**src/rtl/register_bank_if.sv**
```systemverilog
// Control <-> register bank bus: request flags, selects, write data, operands and done pulses.
// Control drives requests (master); the bank returns operands, done pulses and Busy (slave).
interface register_bank_if;
    logic [8:0]  RegSelect;
    logic        ReadFlag;
    logic        WriteFlag;
    logic [15:0] WriteData;
    logic [15:0] OperandA;
    logic [15:0] OperandB;
    logic [1:0]  DoneRegFlag;
    logic        Busy;

    modport master (
        output RegSelect, ReadFlag, WriteFlag, WriteData,
        input  OperandA, OperandB, DoneRegFlag, Busy
    );

    modport slave (
        input  RegSelect, ReadFlag, WriteFlag, WriteData,
        output OperandA, OperandB, DoneRegFlag, Busy
    );
endinterface

```
**src/rtl/register_bank.sv**
```systemverilog
// Eight 16-bit registers behind an IDLE/READ/WRITE FSM; REG_ZERO_HARDWIRED_EN pins R0 to zero.
// Latency: done pulse one edge after accept (write+read: two). Requests outside IDLE are dropped.
module register_bank (
    input  logic           clk,
    input  logic           reset,
    register_bank_if.slave bus
);
    typedef enum logic [1:0] {
        IDLE  = 2'd0,
        READ  = 2'd1,
        WRITE = 2'd2
    } state_t;

    state_t      r_state;
    state_t      w_state_nxt;

    logic [15:0] r_regs [8];
    logic [2:0]  r_dst;
    logic [2:0]  r_src_a;
    logic [2:0]  r_src_b;
    logic [15:0] r_wdata;
    logic        r_rd_pend;
    logic [15:0] r_op_a;
    logic [15:0] r_op_b;
    logic [1:0]  r_done;

    logic        w_accept_rd;
    logic        w_accept_wr;
    logic        w_reg_we;
    logic [1:0]  w_done_nxt;
    logic        w_busy;

    always_ff @(posedge clk) begin
        if (reset) begin
            r_state <= IDLE;
        end else begin
            r_state <= w_state_nxt;
        end
    end

    // A write always wins in IDLE; a simultaneous read is replayed after it.
    always_comb begin
        w_state_nxt = r_state;
        case (r_state)
            IDLE: begin
                if (bus.WriteFlag) begin
                    w_state_nxt = WRITE;
                end else if (bus.ReadFlag) begin
                    w_state_nxt = READ;
                end
            end
            READ:    w_state_nxt = IDLE;
            WRITE:   w_state_nxt = r_rd_pend ? READ : IDLE;
            default: w_state_nxt = IDLE;
        endcase
    end

    always_comb begin
        w_accept_wr = (r_state == IDLE) && bus.WriteFlag;
        w_accept_rd = (r_state == IDLE) && bus.ReadFlag;
`ifdef REG_ZERO_HARDWIRED_EN
        w_reg_we    = (r_state == WRITE) && (r_dst != 3'd0);
`else
        w_reg_we    = (r_state == WRITE);
`endif
        w_done_nxt  = {r_state == WRITE, r_state == READ};
        w_busy      = (r_state != IDLE);
    end

    always_ff @(posedge clk) begin
        if (reset) begin
            r_dst     <= 3'd0;
            r_src_a   <= 3'd0;
            r_src_b   <= 3'd0;
            r_wdata   <= 16'h0000;
            r_rd_pend <= 1'b0;
            r_op_a    <= 16'h0000;
            r_op_b    <= 16'h0000;
            r_done    <= 2'b00;
        end else begin
            r_done    <= w_done_nxt;
            r_rd_pend <= w_accept_wr && w_accept_rd;
            if (w_accept_wr) begin
                r_dst   <= bus.RegSelect[8:6];
                r_wdata <= bus.WriteData;
            end
            if (w_accept_rd) begin
                r_src_a <= bus.RegSelect[5:3];
                r_src_b <= bus.RegSelect[2:0];
            end
            if (r_state == READ) begin
                r_op_a <= r_regs[r_src_a];
                r_op_b <= r_regs[r_src_b];
            end
        end
    end

    always_ff @(posedge clk) begin
        if (reset) begin
            for (int i = 0; i < 8; i++) begin
                r_regs[i] <= 16'h0000;
            end
        end else if (w_reg_we) begin
            r_regs[r_dst] <= r_wdata;
        end
    end

    assign bus.OperandA    = r_op_a;
    assign bus.OperandB    = r_op_b;
    assign bus.DoneRegFlag = r_done;
    assign bus.Busy        = w_busy;
endmodule

```
**src/flat_wrapper.sv**
```systemverilog
// flat-port wrapper written by rule: the top's interface ports become plain ports
module register_bank_flat 
  (clk, reset, bus_RegSelect, bus_ReadFlag, bus_WriteFlag, bus_WriteData, bus_OperandA, bus_OperandB, bus_DoneRegFlag, bus_Busy);
  register_bank_if bus_i ();
  input  logic clk;
  input  logic reset;
  input wire logic [$bits(bus_i.RegSelect)-1:0] bus_RegSelect;
  input wire logic [$bits(bus_i.ReadFlag)-1:0] bus_ReadFlag;
  input wire logic [$bits(bus_i.WriteFlag)-1:0] bus_WriteFlag;
  input wire logic [$bits(bus_i.WriteData)-1:0] bus_WriteData;
  output wire logic [$bits(bus_i.OperandA)-1:0] bus_OperandA;
  output wire logic [$bits(bus_i.OperandB)-1:0] bus_OperandB;
  output wire logic [$bits(bus_i.DoneRegFlag)-1:0] bus_DoneRegFlag;
  output wire logic [$bits(bus_i.Busy)-1:0] bus_Busy;
  assign bus_i.RegSelect = bus_RegSelect;
  assign bus_i.ReadFlag = bus_ReadFlag;
  assign bus_i.WriteFlag = bus_WriteFlag;
  assign bus_i.WriteData = bus_WriteData;
  assign bus_OperandA = bus_i.OperandA;
  assign bus_OperandB = bus_i.OperandB;
  assign bus_DoneRegFlag = bus_i.DoneRegFlag;
  assign bus_Busy = bus_i.Busy;
  register_bank u_core (.clk(clk), .reset(reset), .bus(bus_i));
endmodule
```
**config.mk**
```make
export PLATFORM = sky130hd
export DESIGN_NAME = register_bank_flat
export DESIGN_NICKNAME = d
export VERILOG_FILES = /design/src/rtl/register_bank_if.sv /design/src/rtl/register_bank.sv /design/src/flat_wrapper.sv
export SDC_FILE = /design/constraint.sdc
export NUM_CORES = 1
export LEC_CHECK = 0
export CELL_PAD_IN_SITES_DETAIL_PLACEMENT = 1
export CELL_PAD_IN_SITES_GLOBAL_PLACEMENT = 2
export CORE_UTILIZATION = 43
export CTS_CLUSTER_SIZE = 28
export DETAILED_ROUTE_END_ITERATION = 10
export HOLD_SLACK_MARGIN = 0.06
export MAX_ROUTING_LAYER = met4
export PLACE_DENSITY_LB_ADDON = 0.08
export RECOVER_POWER = 100
export SLEW_MARGIN = 20
export SYNTH_ARGS = -nofsm -noshare
export SYNTH_HDL_FRONTEND = slang
export SYNTH_SLANG_ARGS = --single-unit
```
**constraint.sdc**
```tcl
create_clock -name clk -period 4.4 [get_ports clk]
set_clock_uncertainty 0.15 [all_clocks]
set_input_delay 1.32 -clock clk [delete_from_list [all_inputs] [get_ports clk]]
set_output_delay 1.32 -clock clk [all_outputs]
set_load 0.02 [all_outputs]
```
==> results of run 1 <==
-- layer usage --
| metal | global-route usage (%) | wire, um | vias up |
|---|---|---|---|
| li1 | - | - | 2886 |
| met2 | 38.10 | 11670 | 266 |
| met5 | - | 0 | - |
| met1 | 35.66 | 12060 | 3091 |
| met3 | 4.938 | 1766 | 52 |
| met4 | 14.48 | 1261 | 0 |
-- worst max-delay path, cell delays in order --
cell and delay [ps]:
clkbuf_1 450, nor2_1 430, nand3b_1 160, nor2_1 130, clkbuf_1 520, or2_2 510
-- worst min-delay path by stage --
stage / startpoint / end / slack [ps] / cells after the start
2_1_floorplan: u_core.r_rd_pend / u_core.r_state[0] / 250 / 2
3_3_place_gp: u_core.r_rd_pend / u_core.r_state[0] / 270 / 2
3_5_place_dp: u_core.r_rd_pend / u_core.r_state[0] / 280 / 2
4_1_cts: u_core.r_rd_pend / u_core.r_state[0] / 290 / 2
5_1_grt: u_core.r_rd_pend / u_core.r_state[0] / 320 / 2
6_report: u_core.r_rd_pend / u_core.r_state[0] / 300 / 2
-- layout make-up --
class | instances | area (um^2)
Clock buffer | 19 | 452.9
Clock inverter | 13 | 148.9
Fill cell | 2127 | 9978
Inverter | 1 | 3.754
Multi-Input combinational cell | 535 | 3557
Sequential cell | 190 | 5090
Tap cell | 270 | 337.8
Timing Repair Buffer | 78 | 730.7
-- cell usage after synthesis --
master and count:
a21oi_1 57, a22oi_1 64, and2_1 134, buf_1 1, buf_2 10, buf_4 12
buf_6 2, clkbuf_1 29, clkbuf_2 3, dfxtp_1 62, edfxtp_1 128, inv_1 1
mux2i_1 128, nand2_1 54, nand2b_1 2, nand3_1 1, nand3b_1 2, nor2_1 42
nor2_2 2, nor2_4 2, nor2b_1 5, nor3_1 32, o31ai_1 1, or2_2 8
or4_4 1
-- power breakdown --
group / total (mW) / switching [mW] / internal (mW)
sequential: 2.09 / 0.112 / 1.98
combinational: 0.402 / 0.238 / 0.164
clock: 1.58 / 0.701 / 0.880
-- metrics by stage --
stage | hold WS (ps) | instance area (um^2) | power (mW)
floorplan | 251.4 | 8952 | 2.333
global placement | 265.4 | 9743 | 2.516
detailed placement | 276.1 | 9743 | 2.534
CTS | 294.5 | 10340 | 4.092
global route | 315.8 | 10320 | 4.184
finish | 299.9 | 10320 | 4.074
-- state kept, by name, summed over array words and instances, names as in the netlist --
signal                  flops
u_core.r_rd_pend            1
u_core.r_src_b              3
u_core.r_wdata             16
u_core.bus.DoneRegFlag      2
u_core.bus.OperandB        16
u_core.r_state              2
u_core.bus.OperandA        16
u_core.r_regs             128
u_core.r_dst                3
u_core.r_src_a              3
-- kinds of logic after synthesis --
logic type             Yosys count
AOI/OAI and AO/OA              122
DFF                            190
and+or+nand+nor                285
muxes                          128
buffers and inverters           58
==> results by group, run 1 <==
Floorplanning
  • Die W: approximately 150 um
  • DIE AREA: 0.02140 mm^2
  • DIE HEIGHT: roughly 150 um
  • Core ar.: 0.02030 mm^2
  • Starting Density: 44.10%
  • IO Count: 64
  • Row count: 52

Placement
  • HPWL after detailed placement: 18.97 mm
  • I/O Buffers: 63
  • Dpl ws: roughly 1100 ps
  • GP Congestion: between 0.8 and 0.9
  • Inst Count DP: 1073

Cells and area
  • Area growth, synth to finish: 15.29%
  • Layout Utilization: 50.84%
  • # diodes: 0
  • Share of post-route cells with drive strength above 1: 6.579%
  • Net count, final: 852
  • Most frequent cells in the layout: 128 x mux2i_1, 128 x edfxtp_1, 89 x and2_0
  • Non-Filler Instances: 1106

STA
  • Period utilisation layout: 81.81%
  • Hold Vio Cnt, Final: 0
  • Final Max Tran Viols: 0
  • Final setup TNS: 0 ps
  • Final worst path period need: 3599 ps
  • Slew @ Worst Pin: 1488 ps
  • Final setup fails: 0
  • Post-route setup slack: approximately 800 ps
  • RSZ-0062 raised after global routing: false
  • Slew headroom: 0.7960%
  • Fmax: 277.8 MHz

Critical path
  • FF-to-FF End: u_core.bus.OperandA[10]
  • FF-to-FF path depth: 5
  • Worst Setup EP: u_core.r_regs[6][1]
  • CP Data Required Time: between 4000 and 5000 ps
  • Worst setup path start: reset
  • Setup CP Type: in2reg
  • RR Startpoint: u_core.r_src_a[0]
  • Critical Path End Type: flop
  • Crit-path max FO: 26
  • R2r setup slk: 1420 ps
  • Arrival time worst endpoint: 3530 ps
  • Startpoint Class: input pin

Run status
  • Status: complete, no violations

Drt
  • Drt first pass iters: 5
  • DRT iter0 DRCs: 534
  • Vias: roughly 6300
  • Vias per cell: 5.692
  • Routed wire length: 26.76 mm
  • Drt drc: 0
  • Routed len/inst: 24.19 um
  • Post-DRT Antenna Nets: 0

CTS
  • Post-CTS Setup Repair Bufs: 0
  • H-tree Lvls: 4
  • PostCTS Resize Cnt: 0
  • Clock root buffer: clkbuf_16
  • CTS tree: built
  • Clock transition at path regs: ~70 ps
  • Hold Buf Count CTS: 0
  • Clock tree sinks: 190
  • Clk_lat worst skew: between 400 and 500 ps
  • CTS Buffer Depth: 2
  • CTS buffer count: 17

GRT
  • Antenna violations before repair: 0
  • Largest net degree at the start of global routing: 66
  • First-pass GRT wire length: 39.65 mm
  • Total grt overflow: 0
  • Vias in the first global route: between 6000 and 7000
  • Gr usage total: 26.61%

Power
  • Pwr Density: 394.7 mW/mm^2
  • Lkg Pwr: 3.583 nW
  • Maximum VDD drop: 0.2705 mV

Yosys
  • Post-Synth Adder-Cell Area: 0%
  • Largest family of logic cells by synthesized area: simple AND/OR/NAND/NOR gates
  • Cell accounting for the most synthesized area: edfxtp_1
  • Sequential element share of the synthesized area: 56.80%
  • Area share of and/or/nand/nor cells after synthesis: 16.97%
  • Cell area after synthesis: between 0.008 and 0.009 mm^2
  • Synth unique cells: 25
  • Seq cells post-synth: 190
  • Synth area leaders: edfxtp_1 43%, mux2i_1 14%, dfxtp_1 14%, and2_1 9.4%, a22oi_1 5.4%
  • Post-Synth XOR/XNOR Area: 0%
  • Post-Syn Instances: 783
  • Synth Area in Compound Gates: 8.637%
  • Top cell type's share of synthesized area: 42.94%
  • Synthesized area per cell: about 11 um^2
  • Post-Syn Nets: around 800
  • Post-synthesis mux area share: 14.31%
  • Synth warn: 0

Worst hold path
  • Hold crit path type: reg2reg

Run
  • # Max-Cap Violations: 0
(Power assumes the default switching activity.)
==> run 2, diff against run 1 <==
Settings changed: CORE_UTILIZATION 43 to 36.
Clock period 4.4 ns to 3.2 ns, I/O delays scaled along.
==> run 2 against run 1 <==
Net effect: the flow now finishes with violations (capacitance limit, slew limit); largest cell class unchanged; sequential power is 36% higher; clock-buffer cell count is 2 higher; cell area rose by 0.90%; die area is 19% higher; critical path type is now reg2out; via count shrank 5.0%.
==> results by group, run 2 (synthesized netlist as in run 1, its figures left out) <==
Critical path
  • Arrival time worst endpoint: around 1800 ps
  • Setup CP Type: reg2out
  • Critical Path End Type: output port
  • Startpoint Class: flop
  • CP Data Required Time: 2090 ps
  • Crit-path max FO: 6

Cells and area
  • Post-layout instance area: 0.01041 mm^2
  • Most frequent cells in the layout: 128 x mux2i_1, 128 x edfxtp_1, 73 x and2_0
  • Area growth, synth to finish: 16.32%
  • Non-Filler Instances: 1166
  • Largest register by flop count: u_core.r_regs
  • Share of post-route cells with drive strength above 1: 5.582%
  • Largest register FFs: 128
  • Net count, final: 858
  • # diodes: 0

CTS
  • Clk_lat worst skew: ~440 ps
  • H-tree Lvls: 4
  • Hold Buf Count CTS: 0
  • Clock tree sinks: 190
  • CTS Buffer Depth: 2
  • Post-CTS Setup Repair Bufs: 0
  • CTS tree: built
  • Clock root buffer: clkbuf_16
  • CTS buffer count: 17
  • Clock transition at path regs: about 70 ps
  • PostCTS Resize Cnt: 0

STA
  • Fmax: about 340 MHz
  • RSZ-0062 raised after global routing: false
  • Final setup TNS: 0 ps
  • Post-route setup slack: 282.1 ps
  • Final Max Tran Viols: 34
  • Hold Vio Cnt, Final: 0
  • Final worst path period need: between 2000 and 3000 ps
  • Slew @ Worst Pin: 1587 ps
  • Slew headroom: -5.823%
  • Final setup fails: 0
  • Period utilisation layout: 91.18%

Drt
  • Routed len/inst: 21.34 um
  • Vias: 5979
  • Drt first pass iters: 4
  • Met3 WL: 942 um
  • Post-DRT Antenna Nets: 0
  • Drt drc: 0
  • Met1 wire length: 12.32 mm
  • DRT iter0 DRCs: 408
  • Routed wire length: 24.88 mm
  • Met2 wire len: roughly 11 mm
  • Vias per cell: slightly above 5
  • DR top layer: met4

GRT
  • Gr usage total: about a fifth
  • Total grt overflow: 0
  • Antenna violations before repair: 1
  • Vias in the first global route: about 6000
  • First-pass GRT wire length: 37.68 mm
  • Largest net degree at the start of global routing: 43

Placement
  • Dpl ws: 559.1 ps
  • Dpl cell area: 0.009888 mm^2
  • Inst Count DP: ~1100
  • HPWL after detailed placement: 17.16 mm
  • I/O Buffers: 63
  • GP Congestion: 0.8177

Floorplanning
  • DIE AREA: 0.02550 mm^2
  • DIE HEIGHT: about 160 um
  • Core ar.: between 0.02 and 0.025 mm^2
  • IO Count: 64
  • Die W: 159.7 um
  • Row count: 57
  • Starting Density: 36.81%

Run
  • # Max-Cap Violations: 1

Power
  • Lkg Pwr: 3.595 nW
  • Pwr Density: 524.8 mW/mm^2
  • Maximum VDD drop: between 0.2 and 0.3 mV
  • Tot Pwr: 5.465 mW

Worst hold path
  • Hold crit path type: reg2reg

Run status
  • Status: finished with violations
  • Failing checks: capacitance limit, slew limit
## run 2: cell types whose count changed in the layout (fill, tap and decap cells not counted), moves of 3 or more
cell      delta
inv_6        -4
clkinv_4     +3
or2_2        -8
and2_1      +16
and2_0      -16
or2_1        +3
clkbuf_1     +6
or2_0        +5
## run 2: final timing paths
check	start	end	slack, ps	cells after the start
worst max register to register	u_core.r_dst[0]	u_core.r_regs[0][6]	490	3
worst min-delay path	u_core.r_rd_pend	u_core.r_state[0]	290	2
worst max-delay path	u_core.r_state[1]	bus_Busy	280	3
worst min register to register	u_core.r_rd_pend	u_core.r_state[0]	290	2
## run 2: cell type report
class	count	area (um^2)
clock buffers	21	461.7
clock inverters	11	106.4
fillers	2583	13910
inverters	1	3.754
multi-input cells	535	3567
flip-flops and latches	190	5092
well taps	324	405.4
repair buffers	84	777.0
## run 2: through the flow
| step | util, % | hold slack [ps] |
|---|---|---|
| after global routing | 42.82 | 321.6 |
| after detailed placement | 40.66 | 282.5 |
| after floorplan | - | 251.4 |
| after global placement | 40.66 | 282.0 |
| after CTS | 43.00 | 291.0 |
| final | 42.82 | 289.5 |
## run 2: critical path, stage by stage, from the launching register on
cell           delay, ps
dfxtp_1              370
nor2_1               280
inv_1                 70
dlygate4sd3_1        650
## run 2: where the power goes
part	leakage (nW)	total [mW]	switching (mW)	internal, mW
Clock	0.281	2.08	0.952	1.13
Combinational	1.48	0.538	0.311	0.227
Sequential	1.83	2.85	0.127	2.72
## run 2: per-layer routing
metal	global-route usage [%]	vias to the layer above
met5	-	-
met4	5.157	0
met3	3.351	12
met2	31.94	119
met1	28.11	2943
li1	-	2905
==> run 3, diff against run 2 <==
Settings changed: CORE_UTILIZATION 36 to 39, DONT_BUFFER_PORTS set to 1.
==> run 3 against run 2 <==
Net effect: the flow still finishes with violations (capacitance limit, slew limit); wire length is 8.8% higher; sequential power is 1% higher; die area is 7.6% lower; clock-buffer cell count is 2 higher; hold slack worse by 11 ps; setup slack better by 230 ps; utilization is 0.095 points higher; sequential share of layout area is 3.7 points higher; largest cell class unchanged; largest power group unchanged; highest routed layer unchanged.
==> results by group, run 3 (synthesized netlist as in run 1, its figures left out) <==
Run status
  • Status: finished with violations
  • Failing checks: capacitance limit, slew limit

Critical path
  • FF-to-FF End: u_core.bus.OperandB[12]
  • Critical Path End Type: flop
  • RR Startpoint: u_core.r_state[1]
  • Worst path slowest cell: clkbuf_1
  • Slowest Stage Delay on Critical Path: 1340 ps
  • CP Cell Sequence: nand2b_1 -> clkbuf_1 -> a21oi_1 -> nor3_1
  • Arrival time worst endpoint: 2890 ps
  • Crit-path max FO: 33
  • CP Data Required Time: between 3000 and 4000 ps
  • Startpoint Class: flop
  • Buf+Inv Stages, Crit Path: 1
  • R2r setup slk: around 510 ps
  • Critical path's top delay family: buffers and inverters
  • Setup CP Type: reg2reg
  • FF-to-FF path depth: 4
  • Worst setup path start: u_core.r_state[1]

Drt
  • Vias: 5922
  • Routed wire length: 27.06 mm
  • DRT iter0 DRCs: about 500
  • Post-DRT Antenna Nets: 0
  • Vias per cell: 5.576
  • Drt drc: 0
  • Drt first pass iters: 5
  • Routed len/inst: 25.48 um

CTS
  • Clock root buffer: clkbuf_16
  • PostCTS Resize Cnt: 0
  • CTS buffer count: 17
  • Clock tree sinks: 190
  • Clk_lat worst skew: about 440 ps
  • Post-CTS Setup Repair Bufs: 0
  • Clock transition at path regs: 70 ps
  • Hold Buf Count CTS: 0
  • H-tree Lvls: 4
  • CTS tree: built
  • CTS Buffer Depth: 2

Floorplanning
  • Row count: 55
  • DIE AREA: between 0.02 and 0.025 mm^2
  • IO Count: 64
  • Core ar.: 0.02257 mm^2
  • Starting Density: 39.66%
  • Die W: 153.5 um
  • DIE HEIGHT: 153.5 um

Cells and area
  • Post-layout instance area: about 0.0097 mm^2
  • Largest register FFs: 128
  • Layout Utilization: 42.92%
  • Most frequent cells in the layout: 128 x mux2i_1, 128 x edfxtp_1, 86 x and2_0
  • Non-Filler Instances: 1062
  • Largest register by flop count: u_core.r_regs
  • Area growth, synth to finish: 8.204%
  • Net count, final: 793
  • Share of post-route cells with drive strength above 1: 5.663%
  • # diodes: 0

STA
  • Slew @ Worst Pin: 1882 ps
  • Hold Vio Cnt, Final: 0
  • Fmax: 371.7 MHz
  • Final setup fails: 0
  • Final setup TNS: 0 ps
  • Post-route setup slack: between 500 and 600 ps
  • Final Max Tran Viols: 34
  • Period utilisation layout: 84.08%
  • Final worst path period need: 2691 ps
  • RSZ-0062 raised after global routing: false
  • Slew headroom: -25.45%
  • WHS: 278.3 ps

Power
  • Tot Pwr: between 5 and 6 mW
  • Pwr Density: roughly 550 mW/mm^2
  • Sw frac: 25.87%
  • Power share of the combinational group: a little under 9%
  • Net Sw Power: between 1 and 1.5 mW
  • Flop pwr share: a little over half
  • Lkg Pwr: about 3.2 nW
  • Internal cell power: 3.950 mW
  • Clock network power share: 37.0%
  • Maximum VDD drop: around 0.35 mV

Placement
  • Inst Count DP: 1030
  • GP Congestion: 0.9125
  • HPWL after detailed placement: 19.19 mm
  • I/O Buffers: 0
  • Dpl ws: roughly 620 ps
  • Dpl cell area: 0.009196 mm^2

GRT
  • Vias in the first global route: 6037
  • Antenna violations before repair: 0
  • First-pass GRT wire length: between 30 and 40 mm
  • Total grt overflow: 0
  • Largest net degree at the start of global routing: 71
  • Gr usage total: 24.30%

Worst hold path
  • Hold path startpoint: u_core.r_rd_pend
  • Hold Path Sink: u_core.r_state[0]
  • Hold path depth: 2
  • Hold crit path type: reg2reg

Run
  • # Max-Cap Violations: 1
-- run 3: area by class of cell --
type	instances	area (um^2)
Clock buffer	23	479.2
Clock inverter	9	57.56
Fill cell	2438	12880
Inverter	1	3.754
Multi-Input combinational cell	535	3560
Sequential cell	190	5092
Tap cell	285	356.6
Timing Repair Buffer	19	137.6
-- run 3: per-layer routing --
layer / part of all wire [%] / global-route usage (%) / up-vias
met3: 5.2 / 3.664 / 28
met2: 43 / 35.41 / 177
met4: 2.5 / 9.524 / 0
met5: 0 / - / -
met1: 49 / 33.98 / 2953
li1: - / - / 2764
-- run 3: worst min-delay path: stages, from the launching register on --
cell	delay, ps
dfxtp_1	310
nand2_1	40
o31ai_1	50
-- run 3: power by group through the flow --
stage | Combinational [mW] | Clock (mW) | Sequential (mW)
floorplan | 0.355 | 0 | 2.85
global placement | 0.458 | 0 | 2.94
detailed placement | 0.468 | 0 | 2.94
CTS | 0.470 | 2.00 | 2.89
global route | 0.498 | 2.09 | 2.90
finish | 0.463 | 1.97 | 2.89
-- run 3: how the worst max path moves through the flow --
stage	end	slack, ps	cells past startpoint
2_1_floorplan	u_core.r_regs[4][0]	680	4
3_3_place_gp	u_core.r_regs[4][0]	670	3
3_5_place_dp	u_core.r_regs[4][0]	620	3
4_1_cts	bus_Busy	860	2
5_1_grt	u_core.bus.OperandB[2]	410	4
6_report	u_core.bus.OperandB[12]	510	4
